==> src/rtl/instr_mem_loader_if.sv <==
// Signal bundle between the UART receiver, the program loader and the
// instruction-memory write port. The loader sits on the slave side.
interface instr_mem_loader_if #(
  parameter int LEN     = 32,
  parameter int NB_BYTE = 8,
  parameter int ADDR_W  = 6
);
  // Control and byte stream into the loader
  logic               start;
  logic               rx_done;
  logic [NB_BYTE-1:0] rx_data;

  // Memory write port and status out of the loader
  logic               erase_mem;
  logic               mem_we;
  logic [ADDR_W-1:0]  mem_addr;
  logic [LEN-1:0]     mem_wdata;
  logic               busy;
  logic               done;
  logic [ADDR_W:0]    word_count;
  logic               err_overflow;
  logic               err_timeout;

  modport master (
    output start, rx_done, rx_data,
    input  erase_mem, mem_we, mem_addr, mem_wdata,
    input  busy, done, word_count, err_overflow, err_timeout
  );

  modport slave (
    input  start, rx_done, rx_data,
    output erase_mem, mem_we, mem_addr, mem_wdata,
    output busy, done, word_count, err_overflow, err_timeout
  );
endinterface

==> src/rtl/instr_mem_loader.sv <==
// Program loader: packs UART bytes MSB-first into instruction words and
// writes them to consecutive instruction-memory addresses. A load ends on
// the HALT word (which is itself written) or when the memory is full. A
// partial word whose next byte does not arrive in time is dropped.
// Every output is driven straight from a flop.
module instr_mem_loader #(
  parameter int             LEN       = 32,
  parameter int             NB_BYTE   = 8,
  parameter int             ADDR_W    = 6,
  parameter logic [LEN-1:0] HALT_WORD = 32'hFFFF_FFFF,
  parameter int             TIMEOUT   = 200000
) (
  input  logic               clk,
  input  logic               reset,
  instr_mem_loader_if.slave  bus
);

  // Four bytes per word, so a two-bit lane counter suffices
  localparam int              LAST_LANE = (LEN / NB_BYTE) - 1;
  localparam int              TMO_W     = (TIMEOUT > 1) ? $clog2(TIMEOUT) : 1;
  localparam logic [1:0]      BC_LAST   = 2'd3;
  localparam logic [1:0]      BC_ONE    = 2'd1;
  localparam logic [ADDR_W-1:0] ADDR_ONE = ADDR_W'(1);
  localparam logic [ADDR_W-1:0] ADDR_MAX = {ADDR_W{1'b1}};
  localparam logic [ADDR_W:0]   WC_ONE   = (ADDR_W + 1)'(1);
  localparam logic [TMO_W-1:0]  TMO_ONE  = TMO_W'(1);
  localparam logic [TMO_W-1:0]  TMO_LAST = TMO_W'(TIMEOUT - 1);

  // The packing scheme only makes sense for exactly four bytes per word
  if (LEN != 4 * NB_BYTE) begin : g_bad_len
    $error("instr_mem_loader: LEN must equal 4*NB_BYTE");
  end

  typedef enum logic [2:0] {
    S_IDLE  = 3'd0,
    S_ERASE = 3'd1,
    S_RECV  = 3'd2,
    S_WRITE = 3'd3,
    S_DONE  = 3'd4
  } state_t;

  // Place byte number idx (0 = first received) into its MSB-first lane
  function automatic logic [LEN-1:0] put_byte(
    input logic [LEN-1:0]     word,
    input logic [1:0]         idx,
    input logic [NB_BYTE-1:0] b
  );
    logic [LEN-1:0] res;
    int             lane;
    res  = word;
    lane = LAST_LANE - int'(idx);
    res[lane*NB_BYTE +: NB_BYTE] = b;
    return res;
  endfunction

  // State and datapath registers
  state_t            r_state;
  logic [1:0]        r_byte_cnt;
  logic [LEN-1:0]    r_asm;
  logic [ADDR_W-1:0] r_addr;
  logic [ADDR_W:0]   r_word_cnt;
  logic [TMO_W-1:0]  r_tmo;
  logic [LEN-1:0]    r_wdata;
  logic              r_ovf;
  logic              r_tout;
  logic              r_we;
  logic              r_erase;
  logic              r_busy;
  logic              r_done;

  // Next-state values
  state_t            w_state_nxt;
  logic [1:0]        w_byte_cnt;
  logic [LEN-1:0]    w_asm;
  logic [LEN-1:0]    w_asm_ins;
  logic [ADDR_W-1:0] w_addr;
  logic [ADDR_W:0]   w_word_cnt;
  logic [TMO_W-1:0]  w_tmo;
  logic [LEN-1:0]    w_wdata;
  logic              w_ovf;
  logic              w_tout;

  // Next-state and datapath decisions for the load sequence
  always_comb begin
    w_state_nxt = r_state;
    w_byte_cnt  = r_byte_cnt;
    w_asm       = r_asm;
    w_addr      = r_addr;
    w_word_cnt  = r_word_cnt;
    w_tmo       = r_tmo;
    w_wdata     = r_wdata;
    w_ovf       = r_ovf;
    w_tout      = r_tout;
    w_asm_ins   = put_byte(r_asm, r_byte_cnt, bus.rx_data);

    case (r_state)
      S_IDLE: begin
        // Idle keeps every counter and flag clear; bytes are ignored
        w_byte_cnt = '0;
        w_addr     = '0;
        w_word_cnt = '0;
        w_tmo      = '0;
        w_ovf      = 1'b0;
        w_tout     = 1'b0;
        if (bus.start) begin
          w_state_nxt = S_ERASE;
        end else begin
          w_state_nxt = S_IDLE;
        end
      end

      S_ERASE: begin
        // Start every load with an empty assembly register
        w_byte_cnt  = '0;
        w_asm       = '0;
        w_tmo       = '0;
        w_state_nxt = S_RECV;
      end

      S_RECV: begin
        if (bus.rx_done) begin
          w_asm = w_asm_ins;
          w_tmo = '0;
          if (r_byte_cnt == BC_LAST) begin
            w_wdata     = w_asm_ins;
            w_byte_cnt  = '0;
            w_state_nxt = S_WRITE;
          end else begin
            w_byte_cnt = r_byte_cnt + BC_ONE;
          end
        end else if (r_byte_cnt != 2'd0) begin
          // A stalled partial word is dropped rather than merged with later bytes
          if (r_tmo == TMO_LAST) begin
            w_byte_cnt = '0;
            w_asm      = '0;
            w_tmo      = '0;
            w_tout     = 1'b1;
          end else begin
            w_tmo = r_tmo + TMO_ONE;
          end
        end else begin
          w_tmo = '0;
        end
      end

      S_WRITE: begin
        w_addr     = r_addr + ADDR_ONE;
        w_word_cnt = r_word_cnt + WC_ONE;
        w_tmo      = '0;
        // A byte arriving right behind the 4th one opens the next word;
        // it goes to the assembly register so mem_wdata stays stable
        if (bus.rx_done) begin
          w_asm      = w_asm_ins;
          w_byte_cnt = BC_ONE;
        end else begin
          w_byte_cnt = r_byte_cnt;
        end
        if (r_wdata == HALT_WORD) begin
          w_state_nxt = S_DONE;
        end else if (r_addr == ADDR_MAX) begin
          w_state_nxt = S_DONE;
          w_ovf       = 1'b1;
        end else begin
          w_state_nxt = S_RECV;
        end
      end

      S_DONE: begin
        // Re-arming clears the previous load's results before ERASE shows
        if (bus.start) begin
          w_state_nxt = S_ERASE;
          w_byte_cnt  = '0;
          w_addr      = '0;
          w_word_cnt  = '0;
          w_tmo       = '0;
          w_ovf       = 1'b0;
          w_tout      = 1'b0;
        end else begin
          w_state_nxt = S_DONE;
        end
      end

      default: begin
        w_state_nxt = S_IDLE;
      end
    endcase
  end

  // State, datapath and registered strobes, all cleared by reset
  always_ff @(posedge clk or negedge reset) begin
    if (!reset) begin
      r_state    <= S_IDLE;
      r_byte_cnt <= '0;
      r_asm      <= '0;
      r_addr     <= '0;
      r_word_cnt <= '0;
      r_tmo      <= '0;
      r_wdata    <= '0;
      r_ovf      <= 1'b0;
      r_tout     <= 1'b0;
      r_we       <= 1'b0;
      r_erase    <= 1'b0;
      r_busy     <= 1'b0;
      r_done     <= 1'b0;
    end else begin
      r_state    <= w_state_nxt;
      r_byte_cnt <= w_byte_cnt;
      r_asm      <= w_asm;
      r_addr     <= w_addr;
      r_word_cnt <= w_word_cnt;
      r_tmo      <= w_tmo;
      r_wdata    <= w_wdata;
      r_ovf      <= w_ovf;
      r_tout     <= w_tout;
      r_we       <= (w_state_nxt == S_WRITE);
      r_erase    <= (w_state_nxt == S_ERASE);
      r_busy     <= (w_state_nxt == S_ERASE) || (w_state_nxt == S_RECV) ||
                    (w_state_nxt == S_WRITE);
      r_done     <= (w_state_nxt == S_DONE);
    end
  end

  assign bus.erase_mem    = r_erase;
  assign bus.mem_we       = r_we;
  assign bus.mem_addr     = r_addr;
  assign bus.mem_wdata    = r_wdata;
  assign bus.busy         = r_busy;
  assign bus.done         = r_done;
  assign bus.word_count   = r_word_cnt;
  assign bus.err_overflow = r_ovf;
  assign bus.err_timeout  = r_tout;

endmodule

==> src/flat_wrapper.sv <==
// flat-port wrapper written by rule: the top's interface ports become plain ports
module instr_mem_loader_flat 
#(
  parameter int             LEN       = 32,
  parameter int             NB_BYTE   = 8,
  parameter int             ADDR_W    = 6,
  parameter logic [LEN-1:0] HALT_WORD = 32'hFFFF_FFFF,
  parameter int             TIMEOUT   = 200000
)
  (clk, reset, bus_start, bus_rx_done, bus_rx_data, bus_erase_mem, bus_mem_we, bus_mem_addr, bus_mem_wdata, bus_busy, bus_done, bus_word_count, bus_err_overflow, bus_err_timeout);
  instr_mem_loader_if #(.LEN(LEN), .NB_BYTE(NB_BYTE), .ADDR_W(ADDR_W)) bus_i ();
  input  logic clk;
  input  logic reset;
  input wire logic [$bits(bus_i.start)-1:0] bus_start;
  input wire logic [$bits(bus_i.rx_done)-1:0] bus_rx_done;
  input wire logic [$bits(bus_i.rx_data)-1:0] bus_rx_data;
  output wire logic [$bits(bus_i.erase_mem)-1:0] bus_erase_mem;
  output wire logic [$bits(bus_i.mem_we)-1:0] bus_mem_we;
  output wire logic [$bits(bus_i.mem_addr)-1:0] bus_mem_addr;
  output wire logic [$bits(bus_i.mem_wdata)-1:0] bus_mem_wdata;
  output wire logic [$bits(bus_i.busy)-1:0] bus_busy;
  output wire logic [$bits(bus_i.done)-1:0] bus_done;
  output wire logic [$bits(bus_i.word_count)-1:0] bus_word_count;
  output wire logic [$bits(bus_i.err_overflow)-1:0] bus_err_overflow;
  output wire logic [$bits(bus_i.err_timeout)-1:0] bus_err_timeout;
  assign bus_i.start = bus_start;
  assign bus_i.rx_done = bus_rx_done;
  assign bus_i.rx_data = bus_rx_data;
  assign bus_erase_mem = bus_i.erase_mem;
  assign bus_mem_we = bus_i.mem_we;
  assign bus_mem_addr = bus_i.mem_addr;
  assign bus_mem_wdata = bus_i.mem_wdata;
  assign bus_busy = bus_i.busy;
  assign bus_done = bus_i.done;
  assign bus_word_count = bus_i.word_count;
  assign bus_err_overflow = bus_i.err_overflow;
  assign bus_err_timeout = bus_i.err_timeout;
  instr_mem_loader #(.LEN(LEN), .NB_BYTE(NB_BYTE), .ADDR_W(ADDR_W), .HALT_WORD(HALT_WORD), .TIMEOUT(TIMEOUT)) u_core (.clk(clk), .reset(reset), .bus(bus_i));
endmodule
==> config.mk <==
export PLATFORM = sky130hd
export DESIGN_NAME = instr_mem_loader_flat
export DESIGN_NICKNAME = d
export VERILOG_FILES = /design/src/rtl/instr_mem_loader_if.sv /design/src/rtl/instr_mem_loader.sv /design/src/flat_wrapper.sv
export SDC_FILE = /design/constraint.sdc
export NUM_CORES = 1
export LEC_CHECK = 0
export ABC_AREA = 1
export CAP_MARGIN = 10
export CORE_MARGIN = 4
export CORE_UTILIZATION = 35
export CTS_CLUSTER_SIZE = 14
export DETAILED_ROUTE_END_ITERATION = 8
export HOLD_SLACK_MARGIN = 0.1
export SYNTH_ARGS = -nofsm -noshare
export SYNTH_HDL_FRONTEND = slang
export SYNTH_SLANG_ARGS = --single-unit
==> constraint.sdc <==
create_clock -name clk -period 3.25 [get_ports clk]
set_input_delay 0.325 -clock clk [delete_from_list [all_inputs] [get_ports clk]]
set_output_delay 0.325 -clock clk [all_outputs]
set_load 0.1 [all_outputs]
### Word-level counts from Yosys, hierarchy flattened

Cells that the tools add are included.
Widths: inputs -> output; s select.

* register bits after elaboration: 106
* input port bits: 12

* add/sub/neg operators: 6
* eq/ne operators: 21
* shifts and indexed selects: 2
* mux-type cells: 37
* reduce and logical (&&, ||, !) cells: 18

Operator list (number)
* $mux 32: 4
* $pmux 32 s3: 1
* $mux 18: 4
* $pmux 18 s3: 1
* $neg 32->33: 1
* $shift 8x33->32 const A: 1
* $shiftx 8x33->32: 1
* $bwmux 32: 1
* $eq 32x32->1 const B: 1
* $pmux 7 s3: 1
* $add 18x1->18 const B: 1
* $eq 18x18->1 const B: 1
* $pmux 6 s3: 1
* $mux 3: 5
* $pmux 3 s5: 1
* $eq 3x2->1 const B: 4
* $mux 2: 6
* $reduce_bool 3->1: 4
* $reduce_and 5->1: 2
* $ne 2x2->1 const B: 4
* $pmux 2 s4: 1
* $reduce_and 4->1: 2
* $add 7x1->7 const B: 1
* $mux 1: 7
* 20 further kinds: 28

### Longest topological paths before layout

Gate-level depths: netlist of run 1.

* depth in word-level cells: 7
* gate-level depth with buffers: 10

### Worst setup path after synthesis of run 1

OpenSTA, ideal clock, no wires.

* path type: register to register
* start: reg u_core.r_addr[1], in the netlist u_core.bus.mem_addr[1]
* end: reg u_core.r_busy, in the netlist u_core.bus.busy
* setup time: 0.126 ns
* arrival time: 1.820 ns
* slack: 1.304 ns
* stages on the path, launching flop included: 7
* cells stage by stage: dfrtp_1 -> ha_1 -> nand3_1 -> nor3_1 -> inv_1 -> nand3_1 -> nand3_1

* longest elaborated chain between the ends: 7

RTL lines
* start, declared: line instr_mem_loader.sv:60 `logic [ADDR_W-1:0] r_addr;`
* start signal, assigned: line instr_mem_loader.sv:209 `r_addr <= w_addr;`
* $eq 6x6->1 *: line instr_mem_loader.sv:160 `end else if (r_addr == ADDR_MAX) begin`
* $mux 3 *: line instr_mem_loader.sv:160
* $mux 3 *: line instr_mem_loader.sv:158 `if (r_wdata == HALT_WORD) begin`
* $pmux 3 s5 *: line instr_mem_loader.sv:96 `case (r_state)`
* $eq 3x1->1 / $eq 3x2->1 (equally long branches): line instr_mem_loader.sv:217 `r_busy <= (w_state_nxt == S_ERASE) || (w_state_nxt == S_RECV) ||`
* $logic_or 1x1->1: line instr_mem_loader.sv:217
* $logic_or 1x1->1 *: line instr_mem_loader.sv:217
* end signal, assigned: line instr_mem_loader.sv:217
* end, declared: line instr_mem_loader.sv:68 `logic r_busy;`

Mark *: on every way between the ends. The rest lies on a longest branch, timed or not.
A chain may end at the register's enable or synchronous reset.

### Final worst setup path of run 1

* start: reg u_core.r_byte_cnt[0]
* end: reg u_core.r_asm[12]

* longest elaborated chain between the ends: 6

RTL lines
* start, declared: line instr_mem_loader.sv:58 `logic [1:0] r_byte_cnt;`
* start signal, assigned: line instr_mem_loader.sv:207 `r_byte_cnt <= w_byte_cnt;`
* $sub 2x2->3: line instr_mem_loader.sv:51 `lane = LAST_LANE - int'(idx);`
* $neg 32->33: line instr_mem_loader.sv:52 `res[lane*NB_BYTE +: NB_BYTE] = b;`
* $shiftx 8x33->32 / $shift 8x33->32 (equally long branches): line instr_mem_loader.sv:52
* $bwmux 32: line instr_mem_loader.sv:52
* $mux 32, on equally long branches: line instr_mem_loader.sv:152, instr_mem_loader.sv:121
* $pmux 32 s3: line instr_mem_loader.sv:96
* end signal, assigned: line instr_mem_loader.sv:208 `r_asm <= w_asm;`
* end, declared: line instr_mem_loader.sv:59 `logic [LEN-1:0] r_asm;`

Several ways; a longest one is shown, not always the timed one. The select of a mux whose other input is x is not followed.

==> key figures, run 1 <==
Global routing
  – Global route hottest layer: met2
  – Gr usage total: 17.0%
  – Vias in the first global route: 4869
  – First-pass GRT wire length: 24.8 mm
  – Grt met3 use: 3.74%
  – Met2 Use GR: 26.3%
  – GRT overflow: 0
  – Initial antenna violation count: 0
  – Met1 Use GR: 23.7%
  – Largest net degree at the start of global routing: 63

Synth
  – Synth area leader: dfrtp_1
  – Synth Cell Area: 5520 sq um
  – Netlist cell types: 32
  – Yosys top cell area share: 48.0%
  – Synth area leaders: dfrtp_1, nand2_1, nor2_1, nand4_1, a21oi_1
  – YS warnings: 0
  – Syn nets: 742
  – Top FF cell, synth: dfrtp_1
  – Share of flip-flops with an asynchronous set or reset: 100%
  – Post-synthesis sequential area ratio: 48.0%
  – Seq cells post-synth: 106
  – Post-Syn Instances: 721
  – Syn avg cell area: 7.66 sq um
  – Number of synthesized flops with an enable pin: 0

Critical path
  – CP top delay family: simple AND/OR/NAND/NOR gates
  – Reg-to-Reg End: u_core.r_asm[12]
  – Worst R2R Start: u_core.r_byte_cnt[0]
  – CP Buf/Inv Count: 1
  – Crit path kind: reg2reg
  – Slowest Stage Delay on Critical Path: 0.66 ns
  – Crit-path cells: inv_1 > ha_1 > nand2_1 > nor2_1 > nand2_1 > a21oi_1 > nand4_1 > nand2_1
  – Crit. End Element: register
  – Critical path required time: 3.54 ns
  – R2R depth: 8
  – Arr. time, crit path: 2.85 ns
  – Slowest CP cell: ha_1
  – Startpoint type of the worst setup path: register
  – CP dominant cell by count: nand2_1
  – Worst R2R Setup Slack: 0.70 ns
  – Critical path peak fanout: 18

Timing
  – Worst slew pin tran: 1.01 ns
  – Clock skew: 0.00730 ns
  – Max-slew violation count: 0
  – Minimum clock period: 2.55 ns
  – Hold WS: 0.472 ns
  – Final hold violation count: 0
  – Max Fclk: 392 MHz
  – Crit share post-route: 78.5%
  – Min setup slack post-route: 0.698 ns
  – RSZ-0062 raised after global routing: false
  – Final setup violation count: 0
  – Worst slew margin: 32.5%
  – Setup TNS: 0 ns

CTS
  – CTS tree: done
  – # hold bufs at CTS: 1
  – Post-CTS sizing: 0
  – Worst-Skew Late Latency: 0.35 ns
  – Cts bufs inserted: 9
  – Clock sink count: 106
  – CTS clock-pin slew for the worst setup and hold paths: 0.07 ns
  – Clk buf depth: 2
  – H-tree levels: 3
  – Clk root buf: clkbuf_16
  – Postcts setup bufs: 0

Power and ir drop
  – Pwr dens: 969 nW/um^2
  – Clock network fraction of design power: 16.8%
  – Switching share of total power: 54.3%
  – Sequential share of power: 29.2%
  – LEAKAGE: 2.99 nW
  – Final Power: 6.44 mW
  – Cell internal pwr: 2.94 mW
  – Logic pwr share: 54.0%
  – Peak supply drop: 0.798 mV
  – Psw: 3.50 mW

Placed design
  – Port bufs: 62
  – DP Worst Slack: 0.751 ns
  – DP Cell Count: 973
  – Post-DP HPWL: 10.2 mm
  – Gp weighted congestion: 0.890
  – Dpl cell area: 6350 sq um

Detailed routing
  – # DRC: 0
  – DRT Pass-1 Iters: 7
  – Antenna viol nets, final: 0
  – WL per Instance: 14.7 um
  – DR iter-0 viols: 346
  – Drt total wl: 14.5 mm
  – Vias: 4968
  – Via density: 5.02

Floorplan
  – Initial Util: 36.1%
  – Row Count: 45
  – Die area: 17800 sq um
  – DIE WIDTH: 134 um
  – IO Count: 63
  – Core Area: 15300 sq um
  – Die Span Y: 134 um

Layout
  – Number of diodes: 0
  – Final Cell Area: 6650 sq um
  – Fillers: 1571
  – Share of layout cells above drive strength 1: 4.63%
  – Seq. cell area: 2650 sq um
  – Fin cells: 989
  – Final Util: 43.4%
  – Final net count: 795
  – Area growth, synth to finish: 20.4%
  – Area of the multi-input gates: 2550 sq um

Hold path
  – HP Class: reg2reg
  – Hold Crit Start: u_core.r_asm[8]
  – WHS Path Cells: 2
  – Hold path endpoint: u_core.r_asm[8]

Run
  – Max Cap Viol: 0

Outcome
  – Status: completed
## final cells by class
class | instances | share of cell area [%]
tap | 211 | 3.97
inverter | 51 | 2.88
multi-input combinational | 536 | 38.3
timing repair buffer | 70 | 10.6
clock buffer | 10 | 3.45
sequential | 106 | 39.9
clock inverter | 5 | 0.847
## tightest hold or removal path, stage by stage (launching register included)
cell	delay, ns
dfrtp_1	0.34
nand2_1	0.05
nand2_1	0.05
## synthesized netlist by cell type, types with 3 or more instances
cell type / instances
nand2_1: 192
nor2_1: 126
dfrtp_1: 106
a21oi_1: 48
inv_1: 46
nand3_1: 42
nand4_1: 41
buf_2: 20
a31oi_1: 17
nor3_1: 11
o21ai_0: 10
ha_1: 9
a21boi_0: 8
xor2_1: 8
buf_1: 4
inv_2: 4
nand2_2: 3
nor2_2: 3
o21ai_1: 3
o22ai_1: 3
## registers in the layout (all words and copies together) (netlist names)
| name | cells |
|---|---|
| u_core.bus.busy | 1 |
| u_core.bus.mem_addr | 6 |
| u_core.bus.err_overflow | 1 |
| u_core.bus.done | 1 |
| u_core.bus.mem_wdata | 32 |
| u_core.bus.mem_we | 1 |
| u_core.bus.err_timeout | 1 |
| u_core.r_state | 3 |
| u_core.r_asm | 32 |
| u_core.r_tmo | 18 |
| u_core.bus.erase_mem | 1 |
| u_core.bus.word_count | 7 |
| u_core.r_byte_cnt | 2 |
## per-layer routing
| layer | vias to the layer above | share of wire [%] |
|---|---|---|
| met1 | 2320 | 48 |
| met5 | - | 0 |
| li1 | 2494 | - |
| met4 | 0 | 2.2 |
| met3 | 28 | 4.6 |
| met2 | 126 | 46 |
## logic make-up (layout without fill, tap and decap cells)
family | after synthesis | count (layout) | synth area share, %
compound gates | 95 | 95 | 9.99
xor+xnor | 10 | 10 | 1.59
fa+ha+maj | 9 | 9 | 2.04
buf+inv | 79 | 136 | 5.96
flops | 106 | 106 | 48.0
simple gates | 422 | 422 | 32.4
## power by group through the flow
stage,clock network [mW],registers [mW],logic (mW)
2_1_floorplan,0,3.39,1.10
3_3_place_gp,0,1.90,3.48
3_5_place_dp,0,1.90,3.49
4_1_cts,1.12,1.88,3.50
5_1_grt,1.18,1.93,3.70
6_report,1.08,1.88,3.48
## worst max path at each step
stage / start / to / cells past startpoint
6_report: u_core.r_byte_cnt[0] / u_core.r_asm[12] / 8
5_1_grt: u_core.r_byte_cnt[0] / u_core.r_asm[9] / 8
3_3_place_gp: u_core.r_byte_cnt[0] / u_core.r_asm[8] / 8
2_1_floorplan: u_core.bus.mem_addr[1] / u_core.bus.busy / 6
4_1_cts: u_core.r_byte_cnt[0] / u_core.r_asm[12] / 8
3_5_place_dp: u_core.r_byte_cnt[0] / u_core.r_asm[12] / 8
## layout by cell type (no fill, tap or decap), types with 2 or more instances in the layout
| cell type | n |
|---|---|
| clkdlybuf4s50_1 | 61 |
| nor2_2 | 3 |
| a31oi_1 | 17 |
| o21ai_0 | 10 |
| nor2_1 | 125 |
| xnor2_1 | 2 |
| clkinv_2 | 2 |
| clkbuf_16 | 9 |
| a21boi_0 | 8 |
| ha_1 | 9 |
| nor2_4 | 2 |
| nand4_1 | 41 |
| buf_4 | 6 |
| o21bai_1 | 2 |
| nand2_2 | 3 |
| o21ai_1 | 3 |
| xor2_1 | 8 |
| nand3_1 | 42 |
| inv_2 | 4 |
| nor3_1 | 11 |
| a21oi_1 | 48 |
| a22o_1 | 2 |
| buf_12 | 2 |
| o22ai_1 | 3 |
| dfrtp_1 | 106 |
| nand2_1 | 192 |
| inv_1 | 46 |
No activity file was read; power rests on OpenSTA's default activity.
==> run 2, diff against run 1 <==
clock period = 2.1 ns   (was 3.25 ns; I/O delays follow)
==> key figures, run 2 (synthesized netlist as in run 1, its figures left out) <==
Layout
  – Number of diodes: 0 (unchanged)
  – Final Cell Area: 6650 sq um (about the same)
  – Fillers: 1600 (was 1571)
  – Area growth, synth to finish: 20.5% (was 20.4%)
  – Highest-count cells in the layout ignoring fill and taps: nand2_1, nor2_1, dfrtp_1 (unchanged)
  – Final net count: 807 (was 795)
  – Commonest non-fill, non-tap cell in the layout: nand2_1 (unchanged)
  – Share of layout cells above drive strength 1: 12.5% (was 4.63%)

CTS
  – # hold bufs at CTS: 1 (unchanged)
  – H-tree levels: 3 (unchanged)
  – CTS clock-pin slew for the worst setup and hold paths: 0.07 ns (about the same)
  – Clock sink count: 106 (unchanged)
  – Post-CTS sizing: 0 (unchanged)
  – Postcts setup bufs: 0 (unchanged)
  – Clk buf depth: 2 (unchanged)
  – Cts bufs inserted: 9 (unchanged)
  – CTS tree: done (unchanged)
  – Clk root buf: clkbuf_16 (unchanged)
  – Worst-Skew Late Latency: 0.35 ns (about the same)

Detailed routing
  – Highest Signal Layer: met4 (unchanged)
  – WL per Instance: 15.0 um (was 14.7 um)
  – # DRC: 0 (unchanged)
  – DR iter-0 viols: 351 (was 346)
  – Via density: 5.01 (was 5.02)
  – DR WL met3: 745 um (was 663 um)
  – Routed metal-1 wire length: 7.20 mm (was 6.91 mm)
  – Drt total wl: 15.0 mm (was 14.5 mm)
  – Antenna viol nets, final: 0 (unchanged)
  – DRT Pass-1 Iters: 5 (was 7)
  – Met2 WL post-DR: 6.88 mm (was 6.64 mm)
  – Vias: 5016 (was 4968)

Placed design
  – Port bufs: 62 (unchanged)
  – Dpl cell area: 6340 sq um (was 6350 sq um)
  – Post-DP HPWL: 10.5 mm (was 10.2 mm)
  – Gp weighted congestion: 0.858 (was 0.890)

Critical path
  – Critical path peak fanout: 16 (was 18)
  – Crit. End Element: register (unchanged)
  – Startpoint type of the worst setup path: register (unchanged)
  – Critical path required time: 2.34 ns (was 3.54 ns)
  – Crit path kind: reg2reg (unchanged)
  – Arr. time, crit path: 2.19 ns (was 2.85 ns)

Timing
  – Clock skew: 0.0101 ns (was 0.00730 ns)
  – RSZ-0062 raised after global routing: false (unchanged)
  – Worst slew margin: 66.8% (was 32.5%)
  – Hold WS: 0.336 ns (was 0.472 ns)
  – Crit share post-route: 93.2% (was 78.5%)
  – Worst slew pin tran: 0.494 ns (was 1.01 ns)
  – Final setup violation count: 0 (unchanged)
  – Setup TNS: 0 ns (unchanged)
  – Minimum clock period: 1.96 ns (was 2.55 ns)
  – Max Fclk: 511 MHz (was 392 MHz)
  – Max-slew violation count: 0 (unchanged)
  – Final hold violation count: 0 (unchanged)

Floorplan
  – Core Area: 15300 sq um (unchanged)
  – Die Span Y: 134 um (unchanged)
  – IO Count: 63 (unchanged)
  – DIE WIDTH: 134 um (unchanged)
  – Initial Util: 36.1% (unchanged)
  – Die area: 17800 sq um (unchanged)
  – Row Count: 45 (unchanged)

Global routing
  – GRT overflow: 0 (unchanged)
  – Initial antenna violation count: 0 (unchanged)
  – First-pass GRT wire length: 24.5 mm (was 24.8 mm)
  – Vias in the first global route: 4715 (was 4869)
  – Largest net degree at the start of global routing: 57 (was 63)
  – Gr usage total: 17.0% (unchanged)

Run
  – Max Cap Viol: 0 (unchanged)

Power and ir drop
  – Peak supply drop: 1.02 mV (was 0.798 mV)
  – LEAKAGE: 3.16 nW (was 2.99 nW)
  – Pwr dens: 1520 nW/um^2 (was 969 nW/um^2)

Hold path
  – HP Class: in2async (was reg2reg)

Outcome
  – Status: completed (unchanged)
-- run 2: where the power goes --
part | switching (mW) | total (mW) | internal, mW
clock network | 0.727 | 1.74 | 1.01
registers | 0.413 | 2.90 | 2.49
logic | 4.32 | 5.48 | 1.17
-- run 2: layout make-up --
type	instances	area [sq um]	area share (%)
flip-flops and latches	106	2650	39.9
repair buffers	82	693	10.4
clock inverters	2	35.0	0.527
multi-input cells	536	2550	38.3
inverters	51	191	2.88
well taps	211	264	3.97
clock buffers	13	270	4.06
-- run 2: metal layers --
layer | up-vias | GRT usage [%]
li1 | 2510 | -
met1 | 2356 | 24.3
met2 | 134 | 26.0
met3 | 16 | 3.78
met4 | 0 | 4.86
met5 | - | 0
-- run 2: worst max-delay path, stage by stage, from the launching register on --
cell and delay (ns):
dfrtp_1 0.44, inv_1 0.12, ha_1 0.34, buf_4 0.23, nor2_1 0.08, a21boi_0 0.39, nor2_1 0.08, nand4_1 0.10
nand2_1 0.06
-- run 2: final timing paths --
kind | startpoint | endpoint | slack (ns) | depth (start not counted)
min in group clk | u_core.r_asm[10] | u_core.r_asm[10] | 0.47 | 2
hold / removal | reset | u_core.r_tmo[16] | 0.34 | 2
setup reg to reg | u_core.r_byte_cnt[0] | u_core.r_asm[3] | 0.14 | 8
hold reg to reg | u_core.r_asm[10] | u_core.r_asm[10] | 0.47 | 2
setup / recovery | u_core.r_byte_cnt[0] | u_core.r_asm[3] | 0.14 | 8
max in group asynchronous | reset | u_core.bus.mem_wdata[4] | 1.12 | 3
-- run 2: per-stage QoR --
step / std cells / setup WS [ns] / power (mW) / util [%]
floorplan: 721 / 0.154 / 6.95 / -
global placement: 985 / 0.209 / 8.42 / 41.4
detailed placement: 985 / 0.214 / 8.43 / 41.4
CTS: 1001 / 0.188 / 10.2 / 43.4
global route: 1001 / 0.0141 / 10.6 / 43.4
finish: 1001 / 0.143 / 10.1 / 43.4
==> run 3, diff against run 2 <==
ABC_AREA = unset   (was 1)
GPL_ROUTABILITY_DRIVEN = 0   (was unset)
SETUP_SLACK_MARGIN = 0.05   (was unset)
==> key figures, run 3 <==
Floorplan
  – Die area: 16300 sq um (was 17800 sq um)
  – Core Area: 13900 sq um (was 15300 sq um)
  – DIE WIDTH: 128 um (was 134 um)
  – Die Span Y: 128 um (was 134 um)
  – Initial Util: 36.0% (was 36.1%)
  – IO Count: 63 (unchanged)
  – Row Count: 43 (was 45)

Hold path
  – HP Class: in2async (unchanged)

Global routing
  – Met1 Use GR: 21.5% (was 24.3%)
  – GRT overflow: 0 (unchanged)
  – Global route hottest layer: met2 (unchanged)
  – Grt met3 use: 4.08% (was 3.78%)
  – Gr usage total: 15.8% (was 17.0%)
  – First-pass GRT wire length: 20.8 mm (was 24.5 mm)
  – Vias in the first global route: 4133 (was 4715)
  – Largest net degree at the start of global routing: 40 (was 57)
  – Met2 Use GR: 25.5% (was 26.0%)
  – Initial antenna violation count: 0 (unchanged)

Outcome
  – Failing checks: setup timing
  – Status: finished with violations (was completed)

Synth
  – Synth area leader: dfrtp_1 (unchanged)
  – Share of flip-flops with an asynchronous set or reset: 100% (unchanged)
  – YS warnings: 0 (unchanged)
  – Synth cell count leaders: dfrtp_1, nand2_1, nand3_1 (was nand2_1, nor2_1, dfrtp_1)
  – Top FF cell, synth: dfrtp_1 (unchanged)
  – Most frequent cell after synthesis: dfrtp_1 (was nand2_1)
  – Post-synthesis sequential area ratio: 52.9% (was 48.0%)
  – Yosys top cell area share: 52.9% (was 48.0%)
  – Synth area leaders: dfrtp_1, a22o_1, nand2_1, nand3_1, nor2b_1 (was dfrtp_1, nand2_1, nor2_1, nand4_1, a21oi_1)
  – Post-Syn Instances: 485 (was 721)
  – Synth Cell Area: 5010 sq um (was 5520 sq um)
  – Number of synthesized flops with an enable pin: 0 (unchanged)
  – Netlist cell types: 57 (was 32)
  – Syn avg cell area: 10.3 sq um (was 7.66 sq um)
  – Syn nets: 506 (was 742)
  – Seq cells post-synth: 106 (unchanged)

Power and ir drop
  – Cell internal pwr: 4.72 mW (was 4.67 mW)
  – Psw: 4.37 mW (was 5.46 mW)
  – Clock network fraction of design power: 19.3% (was 17.2%)
  – LEAKAGE: 3.00 nW (was 3.16 nW)
  – Pwr dens: 1400 nW/um^2 (was 1520 nW/um^2)
  – Peak supply drop: 1.47 mV (was 1.02 mV)
  – Logic pwr share: 48.3% (was 54.1%)
  – Sequential share of power: 32.4% (was 28.7%)
  – Switching share of total power: 48.1% (was 53.9%)

Layout
  – Final Cell Area: 6500 sq um (was 6650 sq um)
  – Number of diodes: 0 (unchanged)
  – Commonest non-fill, non-tap cell in the layout: buf_4 (was nand2_1)
  – Final net count: 618 (was 807)
  – Highest-count cells in the layout ignoring fill and taps: buf_4, dfrtp_1, nand2_1 (was nand2_1, nor2_1, dfrtp_1)
  – Final Util: 46.7% (was 43.4%)
  – Area growth, synth to finish: 29.6% (was 20.5%)
  – Share of layout cells above drive strength 1: 27.2% (was 12.5%)

Timing
  – Worst slew margin: 64.5% (was 66.8%)
  – Max Fclk: 442 MHz (was 511 MHz)
  – Minimum clock period: 2.26 ns (was 1.96 ns)
  – Final hold violation count: 0 (unchanged)
  – Max-slew violation count: 0 (unchanged)
  – Worst slew pin tran: 0.530 ns (was 0.494 ns)
  – Final setup violation count: 32 (was 0)
  – Min setup slack post-route: -0.161 ns (was 0.143 ns)
  – Clock skew: 0.0111 ns (was 0.0101 ns)
  – RSZ-0062 raised after global routing: true (was false)
  – Crit share post-route: 108% (was 93.2%)

Detailed routing
  – Via density: 5.16 (was 5.01)
  – DR iter-0 viols: 249 (was 351)
  – Antenna viol nets, final: 0 (unchanged)
  – WL per Instance: 15.7 um (was 15.0 um)
  – Vias: 4037 (was 5016)
  – # DRC: 0 (unchanged)
  – Drt total wl: 12.3 mm (was 15.0 mm)
  – DRT Pass-1 Iters: 4 (was 5)

Critical path
  – Crit. End Element: register (unchanged)
  – Arr. time, crit path: 2.51 ns (was 2.19 ns)
  – Critical path peak fanout: 8 (was 16)
  – Reg-to-Reg End: u_core.r_asm[2] (was u_core.r_asm[3])
  – Startpoint type of the worst setup path: register (unchanged)
  – Critical path required time: 2.34 ns (about the same)
  – Worst R2R Setup Slack: -0.16 ns (was 0.14 ns)
  – Worst R2R Start: u_core.r_tmo[12] (was u_core.r_byte_cnt[0])
  – R2R depth: 6 (was 8)
  – Crit path kind: reg2reg (unchanged)

Placed design
  – Port bufs: 62 (unchanged)
  – Post-DP HPWL: 8.98 mm (was 10.5 mm)
  – Dpl cell area: 6060 sq um (was 6340 sq um)

CTS
  – Clk buf depth: 2 (unchanged)
  – Cts bufs inserted: 9 (unchanged)
  – Clock sink count: 106 (unchanged)
  – Worst-Skew Late Latency: 0.36 ns (was 0.35 ns)
  – H-tree levels: 3 (unchanged)
  – CTS tree: done (unchanged)
  – CTS clock-pin slew for the worst setup and hold paths: 0.07 ns (about the same)
  – Clk root buf: clkbuf_16 (unchanged)

Run
  – Max Cap Viol: 0 (unchanged)
## run 3: cell types whose count changed after synthesis, sizes merged, moves of 8 or more
cell    before  now
nand2      195   67
nor2       130   31
inv         50    9
a21oi       48   15
a22o         2   35
nand4       41   14
nor2b        0   24
buf         26    8
a31oi       17    1
clkbuf       2   14
nand2b       0   11
o21ai       13   22
a21boi       8    0
o21a         0    8
## run 3: cells by family after synthesis
kind of cell    after synthesis  synth area share, %
compound gates               97                 14.5
fa+ha+maj                     9                 2.25
buf+inv                      32                 3.82
xor+xnor                     17                 2.97
simple gates                224                 23.6
flops                       106                 52.9
## run 3: power groups by stage
| stage | Combinational [mW] | Sequential, mW | Clock, mW |
|---|---|---|---|
| finish | 4.39 | 2.94 | 1.75 |
| global route | 4.66 | 3.02 | 1.91 |
| CTS | 4.35 | 2.95 | 1.81 |
| detailed placement | 4.33 | 2.98 | 0 |
| global placement | 4.27 | 2.97 | 0 |
| floorplan | 1.29 | 4.92 | 0 |
## run 3: routing by layer
metal / share of wire (%) / wire length (um) / vias up
li1: - / - / 1949
met1: 47 / 5790 / 1994
met2: 48 / 5890 / 81
met3: 3.9 / 476 / 13
met4: 1.1 / 135 / 0
met5: 0 / 0 / -
## run 3: cell type report
type | count | area [sq um]
flip-flops and latches | 106 | 2650
multi-input cells | 347 | 2290
fillers | 1329 | 7430
repair buffers | 124 | 990
clock buffers | 10 | 239
inverters | 9 | 33.8
well taps | 180 | 225
clock inverters | 6 | 70.1
## run 3: worst max-delay path: stages (launching register included)
cell,delay [ns]
dfrtp_1,0.41
nor4b_4,0.33
or4b_4,0.53
a2111oi_4,0.33
buf_6,0.18
o21ai_2,0.12
a22o_1,0.24
## run 3: worst max-delay path by stage
stage,start,to,cells past startpoint
6_report,u_core.r_tmo[12],u_core.r_asm[2],6
5_1_grt,u_core.r_tmo[12],u_core.r_asm[9],6
4_1_cts,u_core.r_tmo[13],u_core.r_asm[2],6
3_5_place_dp,u_core.r_tmo[12],u_core.r_asm[5],6
3_3_place_gp,u_core.r_tmo[6],u_core.r_tmo[9],7
2_1_floorplan,u_core.r_tmo[1],u_core.r_asm[0],6
## run 3: through the flow
step                      setup TNS, ns  hold WS, ns  setup WS, ns  std cells  power (mW)
after floorplan                   -1.04      -0.0856       -0.0326        485        6.21
after global placement            -4.57        0.191        -0.161        763        7.24
after detailed placement          -6.10        0.206        -0.195        763        7.31
after CTS                         -5.11        0.405        -0.173        780        9.10
after global routing              -7.73        0.439        -0.262        782        9.58
final                             -4.52        0.385        -0.161        782        9.09
## run 3: what timing repair did
item	4_1_cts	5_1_grt
gates cloned	0	1
buffers inserted	0	1
hold buffers	1	0
endpoints found under the setup margin	44	51
endpoints found under the hold margin	34	0
pin swaps	1	9
gates resized for setup	4	25
